[config.mk]
export PLATFORM = sky130hd
export DESIGN_NAME = ram_arbiter
export DESIGN_NICKNAME = d
export VERILOG_FILES = /design/src/rtl/mem_pkg.sv /design/src/rtl/rr_arbiter2.sv /design/src/rtl/ram_arbiter.sv
export SDC_FILE = /design/constraint.sdc
export NUM_CORES = 1
export LEC_CHECK = 0
export CORE_MARGIN = 5
export CORE_UTILIZATION = 46
export DETAILED_ROUTE_END_ITERATION = 10
export PLACE_DENSITY = 0.87
export SETUP_SLACK_MARGIN = 0.15
export SLEW_MARGIN = 20
export SYNTH_ARGS = -nofsm -noshare
export SYNTH_HDL_FRONTEND = slang
export SYNTH_SLANG_ARGS = --single-unit
[constraint.sdc]
create_clock -name clk -period 12.1 [get_ports clk]
set_clock_uncertainty 0.15 [all_clocks]
set_input_delay 1.21 -clock clk [delete_from_list [all_inputs] [get_ports clk]]
set_output_delay 1.21 -clock clk [all_outputs]
set_load 0.05 [all_outputs]
[src/rtl/mem_pkg.sv]
// mem_pkg: shared types and the byte-lane merge used by the RAM arbiter.
package mem_pkg;
  typedef enum logic {IDLE, RMW} arb_state_t;
  localparam int NUM_PORTS = 2;
  function automatic logic [31:0] strb_merge(input logic [31:0] wdata, input logic [31:0] old, input logic [3:0] strb);
    logic [31:0] m;
    for (int i = 0; i < 4; i++) m[8*i +: 8] = strb[i] ? wdata[8*i +: 8] : old[8*i +: 8];
    return m;
  endfunction
endpackage

[src/rtl/rr_arbiter2.sv]
// rr_arbiter2: two-way round-robin grant with the last-winner register.
module rr_arbiter2
  import mem_pkg::*;
(
  input  logic                 clk,
  input  logic                 reset,
  input  logic                 en,
  input  logic [NUM_PORTS-1:0] valid,
  output logic [NUM_PORTS-1:0] grant
);
  logic last_grant;
  always_comb begin
    grant = '0;
    if (en) grant = (valid == 2'b11) ? (last_grant ? 2'b01 : 2'b10) : valid;
  end
  always_ff @(posedge clk or posedge reset)
    if (reset) last_grant <= 1'b1;
    else if (|grant) last_grant <= grant[1];
endmodule

[src/rtl/ram_arbiter.sv]
// ram_arbiter: shares a single-ported word RAM between two byte-addressed ports,
// turning partial-strobe stores into a read-modify-write.
module ram_arbiter
  import mem_pkg::*;
#(
  parameter int ADDR_W = 16
) (
  input  logic        clk,
  input  logic        reset,
  input  logic        req_valid_0,
  output logic        req_ready_0,
  input  logic        req_we_0,
  input  logic [31:0] req_addr_0,
  input  logic [31:0] req_wdata_0,
  input  logic [3:0]  req_wstrb_0,
  output logic        resp_valid_0,
  output logic [31:0] resp_rdata_0,
  input  logic        req_valid_1,
  output logic        req_ready_1,
  input  logic        req_we_1,
  input  logic [31:0] req_addr_1,
  input  logic [31:0] req_wdata_1,
  input  logic [3:0]  req_wstrb_1,
  output logic        resp_valid_1,
  output logic [31:0] resp_rdata_1,
  output logic        ram_we,
  output logic [31:0] ram_addr,
  output logic [31:0] ram_wdata,
  input  logic [31:0] ram_rdata
);
  arb_state_t                      state, state_next;
  logic [NUM_PORTS-1:0]            grant, resp_valid_q;
  logic [NUM_PORTS-1:0][31:0]      resp_rdata_q;
  logic                            sel, accept, is_we, partial, rmw_owner, owner;
  logic [31:0]                     addr, wdata, rmw_data;
  logic [3:0]                      wstrb;
  logic [ADDR_W-1:0]               rmw_addr, word;
  rr_arbiter2 u_arb (
    .clk   (clk),
    .reset (reset),
    .en    (state == IDLE && !reset),
    .valid ({req_valid_1, req_valid_0}),
    .grant (grant)
  );
  assign req_ready_0 = grant[0];
  assign req_ready_1 = grant[1];
  assign accept = |grant;
  // With no grant sel stays 0, so the RAM address follows port 0 while idle.
  assign sel = grant[1];
  assign is_we = sel ? req_we_1 : req_we_0;
  assign addr = sel ? req_addr_1 : req_addr_0;
  assign wdata = sel ? req_wdata_1 : req_wdata_0;
  assign wstrb = sel ? req_wstrb_1 : req_wstrb_0;
  assign word = addr[ADDR_W+1:2];
  assign partial = is_we && wstrb != 4'h0 && wstrb != 4'hF;
  assign owner = (state == RMW) ? rmw_owner : sel;
  assign resp_valid_0 = resp_valid_q[0];
  assign resp_valid_1 = resp_valid_q[1];
  assign resp_rdata_0 = resp_rdata_q[0];
  assign resp_rdata_1 = resp_rdata_q[1];
  always_comb begin
    state_next = (state == IDLE && accept && partial) ? RMW : IDLE;
    ram_we = 1'b0;
    ram_addr = '0;
    ram_wdata = '0;
    if (!reset) begin
      ram_we = (state == RMW) || (accept && is_we && wstrb == 4'hF);
      ram_addr = {{(32-ADDR_W){1'b0}}, (state == RMW) ? rmw_addr : word};
      ram_wdata = (state == RMW) ? rmw_data : wdata;
    end
  end
  always_ff @(posedge clk or posedge reset)
    if (reset) begin
      state <= IDLE;
      rmw_addr <= '0;
      rmw_data <= '0;
      rmw_owner <= 1'b0;
      resp_valid_q <= '0;
      resp_rdata_q <= '0;
    end else begin
      state <= state_next;
      resp_valid_q <= '0;
      if (state == RMW || (accept && !partial)) begin
        resp_valid_q[owner] <= 1'b1;
        resp_rdata_q[owner] <= (state == RMW || is_we) ? 32'h0 : ram_rdata;
      end
      if (state == IDLE && accept && partial) begin
        rmw_addr <= word;
        rmw_data <= strb_merge(wdata, ram_rdata, wstrb);
        rmw_owner <= sel;
      end
    end
endmodule
==> summary.md <==
| Metric | Value |
|---|---|
| Critical path class | `input port to primary output` |
| Die height | `133 um` |
| Vias in the first global route | `6,823` |
| Die area | `17,600 um^2` |
| Crit path buffers/inverters | `4` |
| Pwr per Cell Area | `175 nW/um^2` |
| WL per Instance | `22.0 um` |
| GRT met1 Usage | `31.8%` |
| Remaining DRCs | `0` |
| Worst VDD drop | `0.0972 mV` |
| Clk_lat worst skew | `410 ps` |
| Final slew viol count | `0` |
| Postcts setup bufs | `0` |
| CP peak stage delay | `890 ps` |
| Busiest grt layer | `met2` |
| Post-synthesis area per instance | `10.4 um^2` |
| Most frequent cells in the layout | `256 x clkdlybuf4s50_1, 115 x dfrtp_1, 64 x a22o_1, 53 x mux2_2, 39 x inv_1` |
| First-pass GRT wire length | `36,800 um` |
| Post-DP HPWL | `15,700 um` |
| Pin count of the biggest net entering global routing | `79` |
| Cts hold-fix bufs | `0` |
| Layout cells sized above 1 | `13.0%` |
| Final setup violation count | `0` |
| Initial Util | `47.3%` |
| GRT Residual Overflow | `0` |
| Lkg Pwr | `4.21 nW` |
| Multiplexer share of the synthesized area | `10.9%` |
| DR iter-0 viols | `510` |
| Largest family of logic cells by synthesized area | `compound AO/OA/AOI/OAI gates` |
| Clock sink count | `117` |
| Synth Flop Type | `dfrtp_1` |
| # H-tree levels | `4` |
| Worst setup margin | `6520 ps` |
| YS warnings | `0` |
| Post-Synth Simple-Gate Area | `11.0%` |
| Sequential area share after synthesis | `42.2%` |
| CTS tree | `done` |
| Number of antenna violations at the first check in global routing | `2` |
| Crit share post-route | `46.1%` |
| Combinational power share | `40.5%` |
| Setup TNS | `0 ps` |
| Clock power share | `28.1%` |
| Pre-CTS setup slack | `6540 ps` |
| Slew headroom | `33.5%` |
| Area grow syn2layout | `44.4%` |
| Most common cell after layout, fill and taps aside | `clkdlybuf4s50_1` |
| CTS resizes | `0` |
| Startpoint Class | `input port` |
| Max-Cap Viols | `0` |
| Unrepaired setup endpoints after global routing | `false` |
| CP cell instances | `buf_2 -> buf_4 -> nand2_1 -> inv_2 -> a211oi_1 -> nor3_1 -> clkdlybuf4s50_1` |
| Compound-gate portion of the synthesized area | `26.5%` |
| Vias per cell | `6.20` |
| Sequential Power Share | `31.5%` |
| CTS clk-pin slew, worst paths | `50 ps` |
| Reg2Reg Setup Slack | `9190 ps` |
| Nets | `1,056` |
| Core Region | `14,600 um^2` |
| Slew at the pin closest to its max-slew limit | `997 ps` |
| CTS buffer count | `17` |
| Crit path time final | `5580 ps` |
| Routed WL | `23,800 um` |
| Dpl cell area | `9430 um^2` |
| Post-synth ARST share | `100%` |
| First-pass iteration count of the detailed router | `5` |
| Fmax achieved | `179 MHz` |
| Port bufs | `258` |
| Met2 GRT Util | `42.8%` |
| Final ANT Viol Nets | `0` |
| Post-Synth Adder-Cell Area | `0%` |
| Worst Hold Slack | `342 ps` |
| Worst Path Arrival | `4220 ps` |
| Met3 Use GR | `7.52%` |
| Placer Congestion | `0.836` |
| Sw Ratio | `37.5%` |
| Critical Path RT | `10,740 ps` |
| Sw Pwr | `0.659 mW` |
| Xor/xnor share of the synthesized area | `0%` |
| I/O Pins | `307` |
| Final Hold Viols | `0` |
| Crit. End Element | `primary output` |
| Internal cell power | `1.10 mW` |
| Post-synth EDFFs | `0` |
| Worst hold path type | `flip-flop to flip-flop` |
| Synth cell types | `42` |
| CTS Buffer Depth | `2` |
| Vias | `6,688` |
| Die Wd | `133 um` |
| Total Routing Usage GR | `26.0%` |
| Rows | `44` |
| Number of standard cells after synthesis | `665` |
| Finished Cell Area | `10,000 um^2` |
| CTS Root Cell | `clkbuf_16` |
| Largest delay share family, worst path | `buffers and inverters` |
| Crit-path max FO | `78` |
| Outcome | `completed` |
| Flops & latches, synth | `117` |
| Mapped cell area | `6930 um^2` |
| Slowest-stage cell, CP | `clkdlybuf4s50_1` |
-- power groups by stage --
| stage | Combinational [mW] | Sequential [mW] | Clock (mW) |
|---|---|---|---|
| 4_1_cts | 0.712 | 0.551 | 0.501 |
| 2_1_floorplan | 0.317 | 0.709 | 0 |
| 3_5_place_dp | 0.710 | 0.556 | 0 |
| 6_report | 0.710 | 0.552 | 0.492 |
| 5_1_grt | 0.742 | 0.564 | 0.518 |
| 3_3_place_gp | 0.700 | 0.551 | 0 |
-- worst paths after layout --
path	from	endpoint	depth (start not counted)
setup / recovery	req_valid_1	ram_wdata[8]	7
hold / removal	rmw_data[8]	rmw_data[8]	1
setup reg to reg	u_arb.last_grant	resp_rdata_1[0]	6
hold reg to reg	rmw_data[8]	rmw_data[8]	1
max in group asynchronous	reset	state	3
min in group asynchronous	reset	rmw_data[22]	2
-- cell usage after synthesis (all sizes together) (2+ instances only) --
master,n,area (um^2)
o311a,32,320
o21ai,3,15.0
buf,54,367
o211ai,32,240
nand2,4,15.0
dfrtp,116,2900
nand4b,32,280
nand4,3,18.8
nor3,32,160
clkbuf,34,128
inv,40,150
and3,4,25.0
a211oi,34,268
mux2,64,754
nor2,35,131
a21boi,4,33.8
a22o,64,561
nor4,2,18.8
nand2b,16,100
a21oi,33,165
o211a,16,160
-- cell families (layout without fill, tap and decap cells) --
group,after synthesis,after routing
buf+inv,129,342
simple gates,130,130
other cells,1,18
compound gates,224,224
flops,117,117
mux,64,64
-- layer usage --
metal  routed length (um)  part of all wire (%)
met1                 9360                    39
met3                 2470                    10
met2                11300                    47
met5                    0                     0
met4                  694                   2.9
-- layout make-up --
type | instances | area (um^2)
inverter | 41 | 159
sequential | 117 | 2930
fill | 1098 | 4640
multi-input combinational | 434 | 3440
antenna | 2 | 5.00
timing repair buffer | 271 | 2670
tap | 184 | 230
clock buffer | 19 | 433
clock inverter | 11 | 136
-- sequential cells by signal (all words and copies together), names as in the netlist --
register,count
resp_rdata_0,32
resp_rdata_1,32
rmw_data,32
rmw_addr,16
resp_valid_q,2
rmw_owner,1
state,1
u_arb.last_grant,1
-- through the flow --
stage                     std cells  util, %  power (mW)
after floorplan                 680        -        1.03
after global placement         1047     64.4        1.25
after detailed placement       1047     64.4        1.27
after CTS                      1077     68.3        1.76
after global routing           1079     68.3        1.82
final                          1079     68.3        1.75
No activity file was read; power rests on OpenSTA's default activity.
